### src/rtl/reg_snapshot_scheduler_if.sv
// Shared register-file read port: CPU request side plus the muxed address
// and the returning data. The scheduler owns the mux (master); the core /
// register file side (slave) supplies the CPU request and the read data.
interface reg_snapshot_scheduler_if #(
  parameter int DATA_W = 32
);
  logic              cpu_rd_req;
  logic [4:0]        cpu_rd_addr;
  logic [4:0]        rf_rd_addr;
  logic [DATA_W-1:0] rf_rd_data;

  modport master (
    input  cpu_rd_req, cpu_rd_addr, rf_rd_data,
    output rf_rd_addr
  );

  modport slave (
    output cpu_rd_req, cpu_rd_addr, rf_rd_data,
    input  rf_rd_addr
  );
endinterface

### src/rtl/reg_snapshot_scheduler.sv
// Frame-synchronous register-file sweeper for the VGA debug display.
// Steals idle read-port cycles to copy x0..x(NUM_REGS-1) into a shadow,
// flags registers that changed and lets the highlight decay after
// HOLD_SCANS quiet sweeps.
module reg_snapshot_scheduler #(
  parameter int NUM_REGS   = 32,
  parameter int DATA_W     = 32,
  parameter int HOLD_SCANS = 60
) (
  input  logic                                clock,
  input  logic                                sw0_n,
  input  logic                                vsync_tick,
  input  logic                                freeze,
  reg_snapshot_scheduler_if.master            bus,
  output logic [0:NUM_REGS-1][DATA_W-1:0]     snap_regs,
  output logic [NUM_REGS-1:0]                 changed_mask,
  output logic                                scan_done,
  output logic                                scan_overrun
);

  localparam int              HW       = $clog2(HOLD_SCANS + 1);
  localparam logic [4:0]      LAST_IDX = 5'(NUM_REGS - 1);
  localparam logic [HW-1:0]   HOLD_LD  = HW'(HOLD_SCANS);
  localparam logic [HW-1:0]   HOLD_ONE = HW'(1);

  typedef enum logic [1:0] {IDLE, SCAN, DRAIN, DONE} state_t;

  state_t        state, state_nx;
  logic [4:0]    scan_idx;
  logic [4:0]    pidx;
  logic          pend;
  logic          primed;
  logic          chg_seen;
  logic [HW-1:0] hold;
  logic          issue;

  // State register
  always_ff @(posedge clock or negedge sw0_n) begin
    if (!sw0_n) state <= IDLE;
    else        state <= state_nx;
  end

  // Next-state: sweep on tick, drain the last read, one DONE cycle
  always_comb begin
    state_nx = state;
    case (state)
      IDLE:    if (vsync_tick && !freeze)           state_nx = SCAN;
      SCAN:    if (issue && scan_idx == LAST_IDX)   state_nx = DRAIN;
      DRAIN:                                        state_nx = DONE;
      DONE:                                         state_nx = IDLE;
      default:                                      state_nx = IDLE;
    endcase
  end

  // Outputs: CPU always wins the port; the sweep only issues on free cycles
  always_comb begin
    issue     = (state == SCAN) && !bus.cpu_rd_req;
    scan_done = (state == DONE);
    if (bus.cpu_rd_req)     bus.rf_rd_addr = bus.cpu_rd_addr;
    else if (state == SCAN) bus.rf_rd_addr = scan_idx;
    else                    bus.rf_rd_addr = 5'd0;
  end

  // Sweep datapath: issue tracking, shadow capture, highlight and decay
  always_ff @(posedge clock or negedge sw0_n) begin
    if (!sw0_n) begin
      scan_idx     <= '0;
      pidx         <= '0;
      pend         <= 1'b0;
      primed       <= 1'b0;
      chg_seen     <= 1'b0;
      hold         <= '0;
      snap_regs    <= '0;
      changed_mask <= '0;
      scan_overrun <= 1'b0;
    end else begin
      // pend tracks only our own issues, so a CPU grant right after an
      // issue cannot corrupt the capture
      pend <= issue;
      if (issue) begin
        pidx     <= scan_idx;
        scan_idx <= (scan_idx == LAST_IDX) ? 5'd0 : scan_idx + 5'd1;
      end else if (state != SCAN) begin
        scan_idx <= '0;
      end

      // First sweep after reset only fills the shadow
      if (pend) begin
        snap_regs[pidx] <= bus.rf_rd_data;
        if (primed && bus.rf_rd_data != snap_regs[pidx]) begin
          changed_mask[pidx] <= 1'b1;
          chg_seen           <= 1'b1;
        end
      end

      // A frozen DONE leaves the decay (and any pending change) untouched
      if (state == DONE) begin
        primed <= 1'b1;
        if (!freeze) begin
          chg_seen <= 1'b0;
          if (chg_seen) begin
            hold <= HOLD_LD;
          end else if (hold != '0) begin
            hold <= hold - HOLD_ONE;
            if (hold == HOLD_ONE) changed_mask <= '0;
          end
        end
      end

      scan_overrun <= vsync_tick && (state != IDLE);
    end
  end

endmodule

### src/flat_wrapper.sv
// flat-port wrapper written by rule: the top's interface ports become plain ports
module reg_snapshot_scheduler_flat 
#(
  parameter int NUM_REGS   = 32,
  parameter int DATA_W     = 32,
  parameter int HOLD_SCANS = 60
)
  (clock, sw0_n, vsync_tick, freeze, snap_regs, changed_mask, scan_done, scan_overrun, bus_cpu_rd_req, bus_cpu_rd_addr, bus_rf_rd_data, bus_rf_rd_addr);
  reg_snapshot_scheduler_if #(.DATA_W(DATA_W)) bus_i ();
  input  logic clock;
  input  logic sw0_n;
  input  logic vsync_tick;
  input  logic freeze;
  output logic [0:NUM_REGS-1][DATA_W-1:0] snap_regs;
  output logic [NUM_REGS-1:0] changed_mask;
  output logic scan_done;
  output logic scan_overrun;
  input wire logic [$bits(bus_i.cpu_rd_req)-1:0] bus_cpu_rd_req;
  input wire logic [$bits(bus_i.cpu_rd_addr)-1:0] bus_cpu_rd_addr;
  input wire logic [$bits(bus_i.rf_rd_data)-1:0] bus_rf_rd_data;
  output wire logic [$bits(bus_i.rf_rd_addr)-1:0] bus_rf_rd_addr;
  assign bus_i.cpu_rd_req = bus_cpu_rd_req;
  assign bus_i.cpu_rd_addr = bus_cpu_rd_addr;
  assign bus_i.rf_rd_data = bus_rf_rd_data;
  assign bus_rf_rd_addr = bus_i.rf_rd_addr;
  reg_snapshot_scheduler #(.NUM_REGS(NUM_REGS), .DATA_W(DATA_W), .HOLD_SCANS(HOLD_SCANS)) u_core (.clock(clock), .sw0_n(sw0_n), .vsync_tick(vsync_tick), .freeze(freeze), .bus(bus_i), .snap_regs(snap_regs), .changed_mask(changed_mask), .scan_done(scan_done), .scan_overrun(scan_overrun));
endmodule
### config.mk
export PLATFORM = sky130hd
export DESIGN_NAME = reg_snapshot_scheduler_flat
export DESIGN_NICKNAME = d
export VERILOG_FILES = /design/src/rtl/reg_snapshot_scheduler_if.sv /design/src/rtl/reg_snapshot_scheduler.sv /design/src/flat_wrapper.sv
export SDC_FILE = /design/constraint.sdc
export NUM_CORES = 1
export LEC_CHECK = 0
export CAP_MARGIN = 25
export CORE_AREA = 4 4 432 434
export CTS_BUF_LIST = sky130_fd_sc_hd__clkbuf_4 sky130_fd_sc_hd__clkbuf_8 sky130_fd_sc_hd__clkbuf_16
export CTS_CLUSTER_SIZE = 10
export DETAILED_ROUTE_END_ITERATION = 6
export DIE_AREA = 0 0 436 438
export PLACE_DENSITY_LB_ADDON = 0.1
export RECOVER_POWER = 25
export SLEW_MARGIN = 20
export SYNTH_ARGS = -nofsm -noshare
export SYNTH_HDL_FRONTEND = slang
export SYNTH_SLANG_ARGS = --single-unit
### constraint.sdc
create_clock -name clock -period 3.3 [get_ports clock]
set_clock_uncertainty 0.15 [all_clocks]
set_input_delay 0.99 -clock clock [delete_from_list [all_inputs] [get_ports clock]]
set_output_delay 0.99 -clock clock [all_outputs]
set_load 0.03 [all_outputs]
==> results of run 1 <==
==> cell families (layout without fill, tap and decap cells) <==
group / after synthesis / after routing / synth area share [%]
AO/OA/AOI/OAI: 409 / 409 / 5.21
AND/OR/NAND/NOR: 647 / 647 / 6.23
other: 0 / 5 / 0
flip-flops: 1078 / 1078 / 55.0
adder cells (fa/ha/maj): 8 / 8 / 0.204
XOR/XNOR: 5 / 5 / 0.0893
multiplexers: 1367 / 1367 / 30.1
buffers and inverters: 353 / 1893 / 3.17
==> power by group <==
part	internal (mW)	total, mW	switching [mW]
registers	14.1	15.1	1.02
logic	4.17	9.78	5.61
clock network	8.89	15.0	6.12
==> repair_timing <==
item	in CTS	in global routing
endpoints found under the setup margin	45	38
pin swaps	8	18
gates resized for setup	85	49
setup buffers	15	16
hold buffers	1	0
hold endpoints to repair	1	0
gates cloned	2	2
==> worst max-delay path by stage <==
stage              startpoint                       to  slack, ps
2_1_floorplan  u_core.pidx[1]  u_core.changed_mask[10]        170
3_3_place_gp   u_core.pidx[1]  u_core.changed_mask[15]      -1350
3_5_place_dp   u_core.pidx[1]  u_core.changed_mask[16]      -1400
4_1_cts        u_core.pidx[2]  u_core.changed_mask[22]       -450
5_1_grt        u_core.pidx[1]  u_core.changed_mask[23]       -520
6_report       u_core.pidx[4]   u_core.changed_mask[8]       -510
==> final cells by class <==
class / count / area [um2] / area share, %
clock buffer: 205 / 4190 / 5.77
timing repair buffer: 1656 / 16700 / 23.0
inverter: 12 / 48.8 / 0.0673
sequential: 1078 / 27000 / 37.2
clock inverter: 20 / 210 / 0.290
multi-input combinational: 2436 / 21400 / 29.6
tap: 2385 / 2980 / 4.11
antenna: 5 / 12.5 / 0.0172
==> state kept, by name (all words and copies together) (netlist names) <==
signal               count
u_core.scan_overrun      1
u_core.scan_idx          5
u_core.chg_seen          1
u_core.pend              1
u_core.state             2
u_core.changed_mask     32
u_core.primed            1
u_core.pidx              5
u_core.snap_regs      1024
u_core.hold              6
==> metal layers <==
metal	vias up	part of all wire [%]	GRT usage (%)
li1	17000	-	-
met1	22100	41	37.4
met2	1705	48	50.4
met3	490	5.6	5.74
met4	6	5.1	12.8
met5	-	0.011	0
==> placed cells by master (no fill, tap or decap), types with 6 or more instances in the layout <==
cell type                         instances
sky130_fd_sc_hd__clkdlybuf4s50_1       1087
sky130_fd_sc_hd__dfrtp_1               1074
sky130_fd_sc_hd__mux2_2                 818
sky130_fd_sc_hd__mux2i_1                504
sky130_fd_sc_hd__nand2_1                412
sky130_fd_sc_hd__buf_4                  405
sky130_fd_sc_hd__o22ai_1                242
sky130_fd_sc_hd__clkbuf_16              145
sky130_fd_sc_hd__buf_12                 113
sky130_fd_sc_hd__o21ai_0                 69
sky130_fd_sc_hd__clkbuf_4                48
sky130_fd_sc_hd__and3_1                  40
sky130_fd_sc_hd__a22o_1                  38
sky130_fd_sc_hd__mux2_1                  35
sky130_fd_sc_hd__nor4_2                  33
sky130_fd_sc_hd__nor4_1                  28
sky130_fd_sc_hd__clkbuf_8                23
sky130_fd_sc_hd__a21oi_1                 18
sky130_fd_sc_hd__and4_1                  16
sky130_fd_sc_hd__o22ai_2                 13
sky130_fd_sc_hd__buf_6                   13
sky130_fd_sc_hd__nor2_1                  12
sky130_fd_sc_hd__nor2_4                  12
sky130_fd_sc_hd__clkinv_2                12
sky130_fd_sc_hd__nand2_4                 12
sky130_fd_sc_hd__mux2i_2                  8
sky130_fd_sc_hd__nor4_4                   8
sky130_fd_sc_hd__ha_1                     8
sky130_fd_sc_hd__clkbuf_2                 8
sky130_fd_sc_hd__inv_1                    7
sky130_fd_sc_hd__a21oi_2                  7
sky130_fd_sc_hd__dlygate4sd2_1            7
sky130_fd_sc_hd__clkbuf_1                 7
sky130_fd_sc_hd__nor2b_1                  6
sky130_fd_sc_hd__nand4bb_4                6
sky130_fd_sc_hd__or2_2                    6
==> stage by stage <==
step | setup TNS [ps] | area (um2) | hold WS (ps)
2_1_floorplan | 0 | 49000 | 321
3_3_place_gp | -44260 | 67300 | 334
3_5_place_dp | -46000 | 67300 | 342
4_1_cts | -14070 | 72200 | 357
5_1_grt | -26050 | 72500 | 371
6_report | -17040 | 72500 | 353
==> worst register-to-register path, stage by stage (launching register included) <==
cell                        delay, ps
sky130_fd_sc_hd__dfrtp_2          470
sky130_fd_sc_hd__buf_6            140
sky130_fd_sc_hd__or4_4            630
sky130_fd_sc_hd__buf_6            230
sky130_fd_sc_hd__o22ai_1          270
sky130_fd_sc_hd__nor4_2            90
sky130_fd_sc_hd__and3_1           210
sky130_fd_sc_hd__nor4_4           370
sky130_fd_sc_hd__buf_4            220
sky130_fd_sc_hd__and4_4           290
sky130_fd_sc_hd__nand4_4          120
sky130_fd_sc_hd__buf_12           160
sky130_fd_sc_hd__clkbuf_16        180
sky130_fd_sc_hd__a22o_1           180
==> results list, run 1 <==
- The run finished, with violations left.
* Violated checks: setup timing
* Critical path's slowest cell: sky130_fd_sc_hd__or4_4
* Top fanout value on the critical path: 10
* Depth of the critical timing path with buffers and inverters included: 13
- On the worst path, the slowest cell contributes a delay of 630 ps.
* RSZ-0062 raised after global routing: true
* Via count of the first global-routing pass: 41900
- GRT Residual Overflow: 0
* Per-cell via count in the routed design: 5.29
- Post-Synthesis Net Count: 3917
* Number of sinks handled by clock tree synthesis: 1078
- Setup violations remaining at the end of the flow were counted as 38.
* Initial cell density of the core: 26.8%
- Once layout is complete, the utilization of the core stands at 39.7%.
- For this block, the routed nets add up to 296000 um of wire.
- Buffer and inverter count on the worst path: 5
- Final Wtd Congestion: 0.891
* Yosys warning count: 0
* Post-synthesis register bit count: 1078
- Wire length of the first global-routing pass: 392000 um
- Ordered list of cells on the worst path: buf_6, or4_4, buf_6, o22ai_1, nor4_2, and3_1, nor4_4, buf_4, and4_4, nand4_4, buf_12, clkbuf_16, a22o_1
- The floorplan step defined a core boundary enclosing 183000 um2.
- The path with the worst hold slack has its endpoint at u_core.snap_regs[682].
- Die area: 191000 um2
- The most used flip-flop cell after synthesis is sky130_fd_sc_hd__dfrtp_1.
* CP top delay family: simple AND/OR/NAND/NOR gates
- For flop-to-flop paths, the worst setup slack is -510 ps.
- Quantity of I/O buffers inserted on ports: 1104
* Via count of the routed design: 41200
* Post-detailed-placement half-perimeter wirelength: 214000 um
- Number of DRC violations after detailed-routing iteration 0: 3348
- Sequential cells were found to cover 55.0% of the synthesized design area.
* Transition time of the tightest slew-check pin: 1240 ps
- The tightest min-delay check is of the flop to flop type.
- Post-route insts no fill: 7797
- Cell type with the highest aggregate area in the netlist: sky130_fd_sc_hd__dfrtp_1
- The later pin in the worst-skew pair is clocked with a latency of 770 ps.
* Tightest slew margin relative to the limit: 17.4%
* Share of flip-flops with an asynchronous set or reset after synthesis: 100%
* Top post-synthesis cells by area: sky130_fd_sc_hd__dfrtp_1 55%, sky130_fd_sc_hd__mux2_2 19%, sky130_fd_sc_hd__mux2i_1 10%, sky130_fd_sc_hd__o22ai_1 3.3%, sky130_fd_sc_hd__nand2_1 3.2%
- Max Slew Vio Count: 0
* Floorplan die height: 438 um
- Dividing the final minimum period by the clock period gives 115%.
- Post-CTS clock slew at the launch and capture registers of the worst setup and hold paths: 60 ps
- R2r endpoint: u_core.changed_mask[8]
- By startpoint and endpoint, the worst setup path is classified as flop to flop.
- For this design the ratio of total power to cell area is 550 nW/um2.
- In the final routed layout, each cell accounts on average for 37.9 um.
- DRC viols: 0
* Hold path start: u_core.snap_regs[682]
- STA classifies the critical path startpoint as a flop.
- Most repeated library cell on the critical path: sky130_fd_sc_hd__buf_6
- Leakage power: 30.8 nW
- Required time of the critical path: 3810 ps
- Power comes to 39.9 mW.
- The initialized floorplan defines 157 standard-cell rows.
- Fraction of layout instances using a drive strength above 1: 32.3%
- Final Hold Viols: 0
- The share of synthesized area in the top cell type comes to 55.0%.
- Synth Cell Area: 49000 um2
- Area overhead of the layout relative to synthesis: 47.9%
- Across the VDD grid, the largest voltage drop is 0.362 mV.
- Overall die width: 436 um
* Number of antenna violations at the first check in global routing: 11
- Setup slack after layout: -506 ps
- Along the worst hold path, the cell count comes to 2.
- Counting flops with a built-in enable in the synthesized netlist gives 0.
* Post-synthesis cell type count: 48
- Crit path capture type: flop
* Final ANT Viol Nets: 0
* Number of fillers in the final layout: 17700
- Global routing consumed, over all layers together, 29.9% of the routing resources.
- The pre-antenna-repair detailed-routing pass consisted of 5 iterations.
* Number of nets in the final layout: 5372
- Subtracting the final worst setup slack from the clock period gives 3810 ps.
- In this run the critical register-to-register path is launched from u_core.pidx[4].
- Pre-CTS setup slack: -1400 ps
- Clock Tree Buf Depth: 3
- Number of cells on the worst reg-to-reg path: 13
- Number of placed instances with taps included: 7531
* Max-cap violations: 0
- By count the netlist is led by 1078 x sky130_fd_sc_hd__dfrtp_1, 821 x sky130_fd_sc_hd__mux2_2, 514 x sky130_fd_sc_hd__mux2i_1.
* Data arrival, critical path: 4310 ps
* Root Driver: sky130_fd_sc_hd__clkbuf_16
- IO Pins: 1105
* CTS buffer count: 138
- Post-Synthesis Cells: 3867
- Per-instance average area after synthesis: 12.7 um2
- Max Fclk: 0.263 GHz
* CTS tree: yes
* Maximum number of pins on one net before global-route repair: 88
- CTS H-tree lvls: 4
* Leading cell type by number of instances after synthesis: sky130_fd_sc_hd__dfrtp_1
Note: power is estimated with default switching activity, not from simulation.
==> run 2: changes to the inputs <==
Settings changed: RECOVER_POWER 25 to not set.
==> run 2 against run 1 <==
Against the previous run:
- the run still ends with setup timing left
- sequential share of layout area decreased by 0.095 points
- flip-flop and latch count unchanged
- die area unchanged
- non-clock buffer count stayed put
- fmax up 0.42%
- worst hold slack about the same
- core utilization grew 0.10 points
- combinational power about the same
- critical endpoint is now u_core.changed_mask[23]
- largest cell class unchanged
==> results list, run 2 (synthesis gave the netlist of run 1 again) <==
- Violated checks: setup timing
- The final worst slack was -490 ps (+16.1 ps).
* Pwr Total: 39.9 mW (about the same)
- Crit path capture type: flop
- The remaining global-route overflow is 0 (unchanged).
* Final Wtd Congestion: 0.891 (unchanged)
- Power Density: 549 nW/um2 (-0.17%)
- Most used cells in the layout excluding fill and tap cells: 1087 x sky130_fd_sc_hd__clkdlybuf4s50_1, 1074 x sky130_fd_sc_hd__dfrtp_1, 821 x sky130_fd_sc_hd__mux2_2
* Final-layout worst hold slack: 353 ps (-0.0590 ps)
- CTS H-tree lvls: 4 (unchanged)
- Floorplan die height: 438 um (unchanged)
* Number of fillers in the final layout: 17700 (-0.12%)
* Critical path's slowest cell: sky130_fd_sc_hd__or4b_4
- The total count of hold-check failures in the final report was 0 (unchanged).
* Final worst path period share: 115% (-0.49 points)
- The number of primary I/O pins is 1105 (unchanged).
- Overall die width: 436 um (unchanged)
* Required time of the critical path: 3810 ps (about the same)
- Final Critical Period: 3790 ps (-16.1 ps)
* Max Fclk: 0.264 GHz (+0.42%)
- Final ANT Viol Nets: 0 (unchanged)
- The transition time at the pin with the least slew margin came to 952 ps (-287 ps).
* Max stage delay on crit path: 650 ps (+20 ps)
* Number of DRC violations after detailed-routing iteration 0: 3281 (-2.0%)
* Clock Tree Buf Depth: 3 (unchanged)
- Fraction of layout instances using a drive strength above 1: 32.5% (+0.22 points)
- Via count of the routed design: 41100 (-0.24%)
- Final core utilization: 39.8% (+0.10 points)
- The starting density of the core came to 26.8% (unchanged).
- Std-Cell Rows: 157 (unchanged)
- The flow ran to the end, but the final reports show violations.
- The aggregate global-route resource usage is 29.9% (unchanged).
- The placed wire-length estimate after detailed placement was 214000 um (unchanged).
- Number of nets in the final layout: 5372 (unchanged)
- Setup repair after global routing could not meet its margin everywhere.
- The maximum number of pins on one net before global-route repair is 88 (unchanged).
- Leading cell type in the layout, fill and taps excluded: sky130_fd_sc_hd__clkdlybuf4s50_1
* Number of antenna violations at the first check in global routing: 10 (-1)
- The core region area was 183000 um2 (unchanged).
* Ordered list of cells on the worst path: buf_4, or4b_4, buf_12, o22ai_2, nor4_2, and3_1, nor4_4, buf_4, and4_4, nand4_4, buf_12, clkbuf_16, a22o_1
- The worst setup path is launched from a flop.
* Worst voltage drop across the vdd grid: 0.362 mV (+0.11%)
* Setup TNS: -15460 ps (+1580 ps)
- The number of CTS-inserted buffers was 138 (unchanged).
- On the critical path the largest part of the delay comes from simple AND/OR/NAND/NOR gates.
- The number of clock sinks came to 1078 (unchanged).
- The via count of the first global-routing pass is 41900 (unchanged).
- Number of placed instances with taps included: 7531 (unchanged)
* CTS tree: yes
- The reported max-cap violation count is 0 (unchanged).
- The highest fanout seen on the critical path is 8 (-2).
- The routed via count divided by cell count came to 5.28 (-0.25%).
* Area overhead of the layout relative to synthesis: 48.3%
* Leakage power: 30.9 nW (+0.24%)
- The clock transition at the registers of the reported paths came to 60 ps (about the same).
- The routed wire length is 295000 um (-0.12%).
* Average wire length per cell after detail routing: 37.9 um (-0.13%)
- Buffer and inverter count on the worst path: 5 (unchanged)
- Wire length of the first global-routing pass: 392000 um (unchanged)
- Max FFs per register: 1024 (unchanged)
- Root Driver: sky130_fd_sc_hd__clkbuf_16
- The overall die area came to 191000 um2 (unchanged).
* Post-route insts no fill: 7798 (+0.013%)
- Data arrival, critical path: 4300 ps (about the same)
* Tightest slew margin relative to the limit: 36.6% (+19 points)
- Clock latency of the later-clocked register in the worst-skew pair: 770 ps (about the same)
* Setup violation total in the final timing report: 33 (-13%)
- The detailed-route DRC error count was 0 (unchanged).
* Quantity of I/O buffers inserted on ports: 1104 (unchanged)
- Max Slew Vio Count: 0 (unchanged)
- The critical path in this run is classified as flop to flop.
* Largest register by flop count: u_core.snap_regs
* Registers with the most flip-flops: u_core.snap_regs (1024), u_core.changed_mask (32), u_core.hold (6)
* Number of detailed-routing iterations run before antenna repair: 7 (+2)
- Class of the most critical hold timing path: flop to flop
==> run 2: cell types whose count changed in the layout (fill, tap and decap cells not counted) <==
| cell | before | now |
|---|---|---|
| sky130_fd_sc_hd__ha_4 | 0 | 1 |
| sky130_fd_sc_hd__clkbuf_4 | 48 | 39 |
| sky130_fd_sc_hd__diode_2 | 5 | 6 |
| sky130_fd_sc_hd__nor2b_4 | 0 | 1 |
| sky130_fd_sc_hd__nor2b_1 | 6 | 5 |
| sky130_fd_sc_hd__mux2_2 | 818 | 821 |
| sky130_fd_sc_hd__clkbuf_2 | 8 | 1 |
| sky130_fd_sc_hd__buf_4 | 405 | 418 |
| sky130_fd_sc_hd__ha_1 | 8 | 7 |
| sky130_fd_sc_hd__clkbuf_1 | 7 | 0 |
| sky130_fd_sc_hd__buf_12 | 113 | 122 |
| sky130_fd_sc_hd__mux2_1 | 35 | 32 |
| sky130_fd_sc_hd__buf_8 | 0 | 1 |
==> run 2: timing repair <==
| item | in CTS | in global routing |
|---|---|---|
| setup endpoints to repair | 45 | 38 |
| hold buffers | 1 | 0 |
| resized for setup | 85 | 49 |
| pin swaps | 8 | 18 |
| buffers inserted | 15 | 16 |
| hold endpoints to repair | 1 | 0 |
| cloned | 2 | 2 |
==> run 2: per-layer routing <==
| layer | share of wire, % | track usage [%] |
|---|---|---|
| met1 | 41 | 37.4 |
| met2 | 48 | 50.4 |
| met3 | 5.9 | 5.74 |
| met4 | 5.1 | 12.8 |
| met5 | 0.0095 | 0 |
==> run 2: worst paths after layout <==
path,cells past startpoint,slack (ps),start,to
max,13,-490,u_core.pidx[0],u_core.changed_mask[23]
min,2,350,u_core.snap_regs[682],u_core.snap_regs[682]
max reg2reg,13,-490,u_core.pidx[0],u_core.changed_mask[23]
min reg2reg,2,350,u_core.snap_regs[682],u_core.snap_regs[682]
max in group asynchronous,4,1240,sw0_n,u_core.scan_idx[0]
min in group asynchronous,2,580,sw0_n,u_core.snap_regs[478]
==> run 2: power by group <==
| part | leakage, nW | internal (mW) | switching (mW) |
|---|---|---|---|
| clock | 2.22 | 8.89 | 6.11 |
| combinational | 15.3 | 4.21 | 5.60 |
| sequential | 13.3 | 14.1 | 1.03 |
==> run 2: stage by stage <==
step                instance area [um2]  worst slack [ps]
floorplan                         49000               174
global placement                  67300             -1350
detailed placement                67300             -1400
CTS                               72200              -451
global route                      72700              -519
finish                            72700              -490
==> run 2: layout make-up <==
| cell class | instances | area [um2] | area share (%) |
|---|---|---|---|
| flip-flops and latches | 1078 | 27000 | 37.1 |
| multi-input cells | 2436 | 21500 | 29.5 |
| repair buffers | 1656 | 16800 | 23.2 |
| clock buffers | 205 | 4190 | 5.76 |
| well taps | 2385 | 2980 | 4.10 |
| clock inverters | 20 | 210 | 0.289 |
| inverters | 12 | 48.8 | 0.0671 |
| diodes | 6 | 15.0 | 0.0206 |
==> run 2: worst register-to-register path, delay by kind of cell, from the launching register on <==
family          cells  cell delay [ps]
simple gates        6             1790
buf+inv             5              940
compound gates      2              400
flops               1              420
